**config.mk**
```make
export PLATFORM = sky130hd
export DESIGN_NAME = branch_compare_unit
export DESIGN_NICKNAME = d
export VERILOG_FILES = /design/src/rtl/branch_pkg.sv /design/src/rtl/half_compare.sv /design/src/rtl/branch_compare_unit.sv
export SDC_FILE = /design/constraint.sdc
export NUM_CORES = 1
export LEC_CHECK = 0
export CORE_MARGIN = 1.5
export CORE_UTILIZATION = 41
export CTS_CLUSTER_DIAMETER = 200
export DETAILED_ROUTE_END_ITERATION = 8
export GPL_ROUTABILITY_DRIVEN = 1
export PLACE_DENSITY = 0.79
export SYNTH_ARGS = -nofsm -noshare
export SYNTH_HDL_FRONTEND = slang
export SYNTH_SLANG_ARGS = --single-unit
```
**constraint.sdc**
```tcl
create_clock -name clk -period 1.9 [get_ports clk]
set_input_delay 0.19 -clock clk [delete_from_list [all_inputs] [get_ports clk]]
set_output_delay 0.19 -clock clk [all_outputs]
set_load 0.01 [all_outputs]
```
**src/rtl/branch_pkg.sv**
```systemverilog
// ----------------------------------------------------------------------------
// branch_pkg
// Shared definitions for the branch compare unit:
//   - BR_OP_W and the 3-bit branch condition encodings BR_BEQ..BR_BLT
//   - br_part_t : partial compare results of two WIDTH/2 halves
//   - br_eq / br_taken : combine the half results into the final A==B and
//     the selected branch condition
// ----------------------------------------------------------------------------
package branch_pkg;

    localparam int BR_OP_W = 3;

    localparam logic [BR_OP_W-1:0] BR_BEQ  = 3'd0;
    localparam logic [BR_OP_W-1:0] BR_BNE  = 3'd1;
    localparam logic [BR_OP_W-1:0] BR_BLEZ = 3'd2;
    localparam logic [BR_OP_W-1:0] BR_BGTZ = 3'd3;
    localparam logic [BR_OP_W-1:0] BR_BLTZ = 3'd4;
    localparam logic [BR_OP_W-1:0] BR_BGEZ = 3'd5;
    localparam logic [BR_OP_W-1:0] BR_BLTU = 3'd6;
    localparam logic [BR_OP_W-1:0] BR_BLT  = 3'd7;

    // Partial results of the upper and lower operand halves. Only the upper
    // half needs a signed less-than; the lower half is always compared
    // unsigned because the sign lives in the upper half.
    typedef struct packed {
        logic eq_hi;
        logic eq_lo;
        logic lt_u_hi;
        logic lt_s_hi;
        logic lt_u_lo;
        logic a_msb;
        logic a_zero;
    } br_part_t;

    function automatic logic br_eq(input br_part_t p);
        return p.eq_hi & p.eq_lo;
    endfunction

    function automatic logic br_taken(input logic [BR_OP_W-1:0] op,
                                      input br_part_t           p);
        logic eq;
        logic lt_u;
        logic lt_s;
        logic res;
        eq   = p.eq_hi & p.eq_lo;
        lt_u = p.lt_u_hi | (p.eq_hi & p.lt_u_lo);
        lt_s = p.lt_s_hi | (p.eq_hi & p.lt_u_lo);
        case (op)
            BR_BEQ:  res = eq;
            BR_BNE:  res = ~eq;
            BR_BLEZ: res = p.a_msb | p.a_zero;
            BR_BGTZ: res = ~p.a_msb & ~p.a_zero;
            BR_BLTZ: res = p.a_msb;
            BR_BGEZ: res = ~p.a_msb;
            BR_BLTU: res = lt_u;
            BR_BLT:  res = lt_s;
            default: res = 1'b0;
        endcase
        return res;
    endfunction

endpackage

```
**src/rtl/half_compare.sv**
```systemverilog
// ----------------------------------------------------------------------------
// half_compare
// Purely combinational compare of one operand slice.
// Parameters:
//   HW      slice width in bits
// Ports:
//   i_a     slice of operand A
//   i_b     slice of operand B
//   o_eq    i_a == i_b
//   o_lt_u  i_a <  i_b, unsigned
//   o_lt_s  i_a <  i_b, two's complement
// ----------------------------------------------------------------------------
module half_compare #(
    parameter int HW = 16
) (
    input  logic [HW-1:0] i_a,
    input  logic [HW-1:0] i_b,
    output logic          o_eq,
    output logic          o_lt_u,
    output logic          o_lt_s
);

    // One extra bit on the subtract: its top bit is the borrow, i.e. a<b.
    logic [HW:0]          w_diff;
    logic signed [HW-1:0] w_a_s;
    logic signed [HW-1:0] w_b_s;

    assign w_diff = {1'b0, i_a} - {1'b0, i_b};
    assign w_a_s  = i_a;
    assign w_b_s  = i_b;

    assign o_eq   = (i_a == i_b);
    assign o_lt_u = w_diff[HW];
    assign o_lt_s = (w_a_s < w_b_s);

endmodule

```
**src/rtl/branch_compare_unit.sv**
```systemverilog
// ----------------------------------------------------------------------------
// branch_compare_unit
// Pipelined branch-condition evaluator for the ID/EX branch path. Evaluates
// one of 8 conditions on rs_data/rt_data over STAGES (1 or 2) cycles, honours
// stall/flush and keeps a saturating count of retired taken branches.
// Parameters:
//   WIDTH   operand width (even, >= 4)
//   STAGES  pipeline depth, 1 or 2
//   CNT_W   taken-branch counter width
// Ports:
//   clk        clock, rising edge
//   reset      asynchronous active-high reset
//   in_valid   op/rs_data/rt_data qualify a branch (ignored while stall)
//   op         condition select (see branch_pkg)
//   rs_data    operand A
//   rt_data    operand B
//   stall      hold every stage including the outputs
//   flush      kill all in-flight branches; beats stall and in_valid
//   out_valid  taken/eq qualify a result
//   taken      condition result, 0 when out_valid=0
//   eq         A==B, 0 when out_valid=0
//   taken_cnt  saturating count of retired taken branches
// ----------------------------------------------------------------------------
module branch_compare_unit
    import branch_pkg::*;
#(
    parameter int WIDTH  = 32,
    parameter int STAGES = 1,
    parameter int CNT_W  = 16
) (
    input  logic               clk,
    input  logic               reset,
    input  logic               in_valid,
    input  logic [BR_OP_W-1:0] op,
    input  logic [WIDTH-1:0]   rs_data,
    input  logic [WIDTH-1:0]   rt_data,
    input  logic               stall,
    input  logic               flush,
    output logic               out_valid,
    output logic               taken,
    output logic               eq,
    output logic [CNT_W-1:0]   taken_cnt
);

    localparam int HW = WIDTH / 2;
    localparam logic [CNT_W-1:0] CNT_MAX = '1;

    if ((WIDTH < 4) || ((WIDTH % 2) != 0)) begin : g_bad_width
        $error("branch_compare_unit: WIDTH must be even and >= 4");
    end

    logic w_eq_hi;
    logic w_lt_u_hi;
    logic w_lt_s_hi;
    logic w_eq_lo;
    logic w_lt_u_lo;
    logic w_unused_lt_s_lo;
    br_part_t w_part;

    half_compare #(.HW(HW)) u_hi (
        .i_a    (rs_data[WIDTH-1:HW]),
        .i_b    (rt_data[WIDTH-1:HW]),
        .o_eq   (w_eq_hi),
        .o_lt_u (w_lt_u_hi),
        .o_lt_s (w_lt_s_hi)
    );

    half_compare #(.HW(HW)) u_lo (
        .i_a    (rs_data[HW-1:0]),
        .i_b    (rt_data[HW-1:0]),
        .o_eq   (w_eq_lo),
        .o_lt_u (w_lt_u_lo),
        .o_lt_s (w_unused_lt_s_lo)
    );

    always_comb begin
        w_part         = '0;
        w_part.eq_hi   = w_eq_hi;
        w_part.eq_lo   = w_eq_lo;
        w_part.lt_u_hi = w_lt_u_hi;
        w_part.lt_s_hi = w_lt_s_hi;
        w_part.lt_u_lo = w_lt_u_lo;
        w_part.a_msb   = rs_data[WIDTH-1];
        w_part.a_zero  = ~|rs_data;
    end

    logic r_vld_out;
    logic r_taken_out;
    logic r_eq_out;

    if (STAGES == 1) begin : g_s1
        // ---- input -> output register ----
        always_ff @(posedge clk or posedge reset) begin
            if (reset) begin
                r_vld_out   <= 1'b0;
                r_taken_out <= 1'b0;
                r_eq_out    <= 1'b0;
            end else if (flush) begin
                r_vld_out   <= 1'b0;
                r_taken_out <= 1'b0;
                r_eq_out    <= 1'b0;
            end else if (!stall) begin
                r_vld_out   <= in_valid;
                r_taken_out <= in_valid & br_taken(op, w_part);
                r_eq_out    <= in_valid & br_eq(w_part);
            end
        end
    end else if (STAGES == 2) begin : g_s2
        logic               r_vld_p1;
        logic [BR_OP_W-1:0] r_op_p1;
        br_part_t           r_part_p1;

        // ---- stage 1: half-width partial results ----
        always_ff @(posedge clk or posedge reset) begin
            if (reset) begin
                r_vld_p1 <= 1'b0;
            end else if (flush) begin
                r_vld_p1 <= 1'b0;
            end else if (!stall) begin
                r_vld_p1 <= in_valid;
            end
        end

        always_ff @(posedge clk) begin
            if (!stall) begin
                r_op_p1   <= op;
                r_part_p1 <= w_part;
            end
        end

        // ---- stage 2: combine halves -> output register ----
        always_ff @(posedge clk or posedge reset) begin
            if (reset) begin
                r_vld_out   <= 1'b0;
                r_taken_out <= 1'b0;
                r_eq_out    <= 1'b0;
            end else if (flush) begin
                r_vld_out   <= 1'b0;
                r_taken_out <= 1'b0;
                r_eq_out    <= 1'b0;
            end else if (!stall) begin
                r_vld_out   <= r_vld_p1;
                r_taken_out <= r_vld_p1 & br_taken(r_op_p1, r_part_p1);
                r_eq_out    <= r_vld_p1 & br_eq(r_part_p1);
            end
        end
    end else begin : g_bad_stages
        $error("branch_compare_unit: STAGES must be 1 or 2");
    end

    // A result is counted on the edge it leaves the output, so a result held
    // by stall is counted once; a flushed result is never counted.
    logic [CNT_W-1:0] r_cnt;

    always_ff @(posedge clk or posedge reset) begin
        if (reset) begin
            r_cnt <= '0;
        end else if (r_vld_out && r_taken_out && !stall && !flush
                     && (r_cnt != CNT_MAX)) begin
            r_cnt <= r_cnt + 1'b1;
        end
    end

    assign out_valid = r_vld_out;
    assign taken     = r_taken_out;
    assign eq        = r_eq_out;
    assign taken_cnt = r_cnt;

endmodule
```
Word level (Yosys, flattened, before mapping). Cells that the tools add are included.

Flip-flop bits (word level): 19. Output and inout port bits: 19. Word-level logic and storage cells: 47.

$add $sub $neg: 3. Order comparisons: 1. Eq/ne operators: 11. Multiplexer cells: 9. Bitwise operators: 10. Reduce and logical (&&, ||, !) cells: 9.

Operator list (count): subtractor 16 x 16 -> 17 bit (2); == test 16 bit (2); OR reduction 32 bit (1); adder 16 x 1 -> 16 bit, second input constant (1); < comparator 16 bit (1); != test 16 bit, second input constant (1); == test 3 bit, second input constant (4); 2-to-1 mux 1 bit (8); case mux 1 bit (8 select lines) (1); == test 3 x 2 -> 1 bit, second input constant (2); bitwise AND 1 bit (5); logical AND 1 bit (4); == test 3 x 1 -> 1 bit, second input constant (1); logical NOT 1 bit (3); logical NOT 3 bit (1); OR 1 bit (3); != test 2 x 1 -> 1 bit, second input constant (1); NOT 1 bit (2).

Depth between registers and ports, before layout.
Depth in word-level cells: 9. Depth in mapped cells: 8. Depth with buffers taken out: 8.

Cells and area by module. A second synthesis with hierarchy kept.

Cells, all modules: 227. Area, all modules: 2030.7 um^2.

By module, submodules not included: branch_compare_unit (instances 1, cells an instance 115, area each 1199.9 um^2, seq. area each 475.5 um^2); half_compare (instances 2, cells an instance 56, area each 415.4 um^2, seq. area each 0.0 um^2).

Worst setup path before layout. No wires, ideal clock.

Path kind: in2reg. Start: input port rt_data[31]. End: register r_taken_out (netlist: taken). Library setup time: 0.124 ns. Arrival: 1.889 ns. Slack: -0.113 ns. Stages: 8. Buffers on the path: 0. Path through: inv_1 > ha_1 > nand4_2 > or4_1 > nand4b_4 > mux2i_1 > o211a_1 > a211o_2.

Word-level cells in the longest chain between the ends: 9. Elaborated cells on any way between the ends: 14. Those cells by class: add/sub (1); order compare (1); eq/ne (1); mux (5); bitwise (6).

Ends and longest elaborated chain: from (decl) (RTL line branch_compare_unit.sv:36) `input logic [WIDTH-1:0] rt_data,`; parallel branches: the longest is 3 deep, another holds subtractor 16 x 16 -> 17 bit; case mux 1 bit (8 select lines) * (RTL line branch_pkg.sv:48) `case (op)`; 2-to-1 mux 1 bit * (RTL line branch_compare_unit.sv:102) `end else if (!stall) begin`; 2-to-1 mux 1 bit * (RTL line branch_compare_unit.sv:98) `end else if (flush) begin`; bitwise AND 1 bit * (RTL line branch_compare_unit.sv:104) `r_taken_out <= in_valid & br_taken(op, w_part);`; 2-to-1 mux 1 bit * (RTL line branch_compare_unit.sv:102); 2-to-1 mux 1 bit * (RTL line branch_compare_unit.sv:98); to (signal assigned) (RTL line branch_compare_unit.sv:104); to (decl) (RTL line branch_compare_unit.sv:88) `logic r_taken_out;`.

Mark *: on every way between the ends. The select of a mux whose other input is x is not followed. A chain may end at the register's enable or synchronous reset.

Final worst setup path.
Start: input port rs_data[12]. End: register r_taken_out (netlist: taken).

Word-level cells in the longest chain between the ends: 9. Elaborated cells on any way between the ends: 17. Those cells by class: add/sub (1); eq/ne (1); mux (5); bitwise (8); reduce/logical (2).

Ends and longest elaborated chain: from (decl) (RTL line branch_compare_unit.sv:35) `input logic [WIDTH-1:0] rs_data,`; subtractor 16 x 16 -> 17 bit (tied with other cells) (RTL line half_compare.sv:28) `assign w_diff = {1'b0, i_a} - {1'b0, i_b};`; bitwise AND 1 bit (tied with other cells) (RTL line branch_pkg.sv:46, branch_pkg.sv:47); OR 1 bit (tied with other cells) (RTL line branch_pkg.sv:47) `lt_s = p.lt_s_hi | (p.eq_hi & p.lt_u_lo);`; case mux 1 bit (8 select lines) * (RTL line branch_pkg.sv:48); 2-to-1 mux 1 bit * (RTL line branch_compare_unit.sv:102); 2-to-1 mux 1 bit * (RTL line branch_compare_unit.sv:98); bitwise AND 1 bit * (RTL line branch_compare_unit.sv:104); 2-to-1 mux 1 bit * (RTL line branch_compare_unit.sv:102); 2-to-1 mux 1 bit * (RTL line branch_compare_unit.sv:98).

Every way passes the cells marked *; elsewhere a longest branch is shown, timed or not. The select of a mux whose other input is x is not followed.

==> flow_summary.toml <==
[final_layout]
regArea_um2 = 475
syn_to_final_growth_pct = 77.9
fin_area_um2 = 3310
multi_input_comb_area_um2 = 1580
final_nets = 443
antennaDiodeCount = 0
drive_gt1_share_pct = 35.0
fillers = 307

[worst_setup_path]
cp-start-kind = "input pin"
cp_data_arrival_time_ns = 2.02
rr_worst_depth = 6
rr_startpoint = "taken_cnt[0]"
r2r_end = "taken_cnt[10]"
critical_path_peak_fanout = 3
crit_path_end_kind = "flop"
reg2reg_slack_ns = 0.18
critPathRequiredTime_ns = 2.04
crit_type = "in2reg"

[global_route]
grt_pass1_vias = 2051
antenna_found_initial = 0
grt_first_pass_wirelength_mm = 8.65
grt_max_degree = 20
grt_overflow = 0
grtUsageTotal_pct = 21.2

[drt]
num_vias = 2034
wl_met2_mm = 2.96
dr.max_layer_used = "met4"
firstDrtPassIters = 5
drt_first_iter_violations = 54
wire_per_inst_um = 14.6
ant_nets = 0
drc = 0
routed_wl_mm = 5.70
wl_met1_mm = 2.38
wl_met3_um = 237
vias_per_cell = 5.23

[synth]
syn-cell-area_um2 = 1860
synth-async-reset-ratio_pct = 100
synth_seq_area_share_pct = 25.6
synth_ff_type = "dfrtp_1"
postSynthAreaPerCell_um2 = 8.61
syn_inst = 216
mappedNetlistNets = 321
synth_seq_cells = 19
yosys_warnings = 0
ys_types = 38
synth.most_common_cell = "inv_1"
synth.area.top_cells = "dfrtp_1, ha_1, inv_1, xnor2_1, nand4_1"
synth_enable_flop_cells = 0
synth.top_cell.area_share_pct = 25.6
yosysTopAreaCell = "dfrtp_1"
yosys-top-cells-count = "inv_1, ha_1, dfrtp_1"

[clocking]
cts.htree.levels = 1
holdBufCountCts = 0
clock_latency_ns = 0.26
root_buffer = "clkbuf_8"
cts_buffer_depth = 2
path_clk_slew_ns = 0.07
cts_sinks = 19
cts_tree = "done"
cts_made_buffers = 3

[run_status]
status = "complete, no violations"

[die]
core_um2 = 4350
die_h_um = 70.3
start_util_pct = 42.7
io_pins = 91
fp.dieArea_um2 = 4950
die_x_um = 70.3
num_rows = 24

[timing]
period_minus_slack_ns = 1.88
drv_slew = 0
tns_ns = 0
hold_viol = 0
setup_slack_ns = 0.0172
fmax_mhz = 531
setup_viol = 0
period_share_pct = 99.1
slew_headroom_pct = 70.7
skew_ns = 0.00277
worst_pin_slew_ns = 0.435

[placed_design]
port_buffers = 90
gp_congestion = 0.785
placedInstanceArea_um2 = 3050
place_ws_ns = -0.586
hpwl_mm = 4.37

[run]
maxCapViolations = 0

[power]
ir_drop_mv = 0.227
p_leak_nw = 1.64
power_density_nw_per_um2 = 356

[hold_path]
hold_class = "in2async"
cells in the final DEF (no fill, tap or decap), types with 3 or more instances in the layout:
cell type	netlist	routed
buf_2	1	16
inv_1	35	14
buf_4	0	28
nor3_1	3	3
xnor2_1	12	12
nor2b_1	4	4
ha_1	33	12
nor4_2	0	3
inv_2	0	21
clkbuf_8	0	3
clkbuf_2	0	11
ha_4	0	21
dlygate4sd2_1	0	3
o211ai_1	3	3
nor2_1	13	11
o21ai_0	6	4
and3_1	3	3
clkdlybuf4s50_1	0	41
xor2_1	3	3
a21oi_1	12	12
dfrtp_1	19	19
dlymetal6s2s_1	0	17
a21o_1	5	5
nor4_1	9	5
nand2_1	11	9
nand3_1	10	10
nand4_1	11	11
metrics by stage:
step | cells | total power, mW | utilization [%] | hold WS, ns
floorplan | 216 | 0.589 | - | 0.141
global placement | 382 | 0.838 | 69.9 | 0.479
detailed placement | 382 | 0.855 | 69.9 | 0.493
CTS | 387 | 1.14 | 72.7 | 0.251
global route | 389 | 1.24 | 75.9 | 0.300
finish | 389 | 1.18 | 75.9 | 0.243
how the worst max path moves through the flow:
stage,startpoint,endpoint,depth (start not counted)
2_1_floorplan,rt_data[19],taken,8
3_3_place_gp,rt_data[27],taken,9
3_5_place_dp,rt_data[30],taken,9
4_1_cts,rt_data[13],taken,8
5_1_grt,rs_data[12],taken,8
6_report,rs_data[12],taken,8
routing by layer:
| metal | global-route usage [%] | vias up |
|---|---|---|
| li1 | - | 1016 |
| met1 | 24.7 | 937 |
| met2 | 39.3 | 67 |
| met3 | 3.90 | 14 |
| met4 | 5.77 | 0 |
| met5 | 0 | - |
registers in the layout, summed over array words and instances (netlist names):
register and cells:
taken_cnt 16, out_valid 1, taken 1, eq 1
area by class of cell:
class	instances	area share [%]
repair buffers	118	30.7
clock buffers	4	1.36
multi-input cells	161	47.6
inverters	35	3.97
well taps	52	1.97
flip-flops and latches	19	14.4
logic make-up after synthesis:
| kind of cell | Yosys count | synth area share, % |
|---|---|---|
| fa+ha+maj | 33 | 22.2 |
| flops | 19 | 25.6 |
| simple gates | 76 | 24.0 |
| xor+xnor | 15 | 7.07 |
| compound gates | 34 | 12.1 |
| mux | 3 | 1.68 |
| buf+inv | 36 | 7.34 |
power by group:
group / total [mW] / internal [mW] / switching [mW] / leakage, nW
Clock: 0.275 / 0.149 / 0.126 / 0.0228
Combinational: 0.479 / 0.270 / 0.209 / 1.36
Sequential: 0.423 / 0.412 / 0.0113 / 0.264
critical path, stage by stage:
cell and delay [ns]:
clkdlybuf4s50_1 0.42, ha_1 0.29, nand4_1 0.22, buf_4 0.21
buf_4 0.12, a211oi_2 0.18, o21ai_2 0.09, a211o_2 0.30
what timing repair did:
action / in CTS / in global routing
pin swaps: 14 / 16
endpoints found under the hold margin: 0 / 0
buffers inserted: 1 / 2
setup endpoints to repair: 2 / 1
gates cloned: 0 / 0
resized for setup: 111 / 56
No activity file was read; power rests on OpenSTA's default activity.
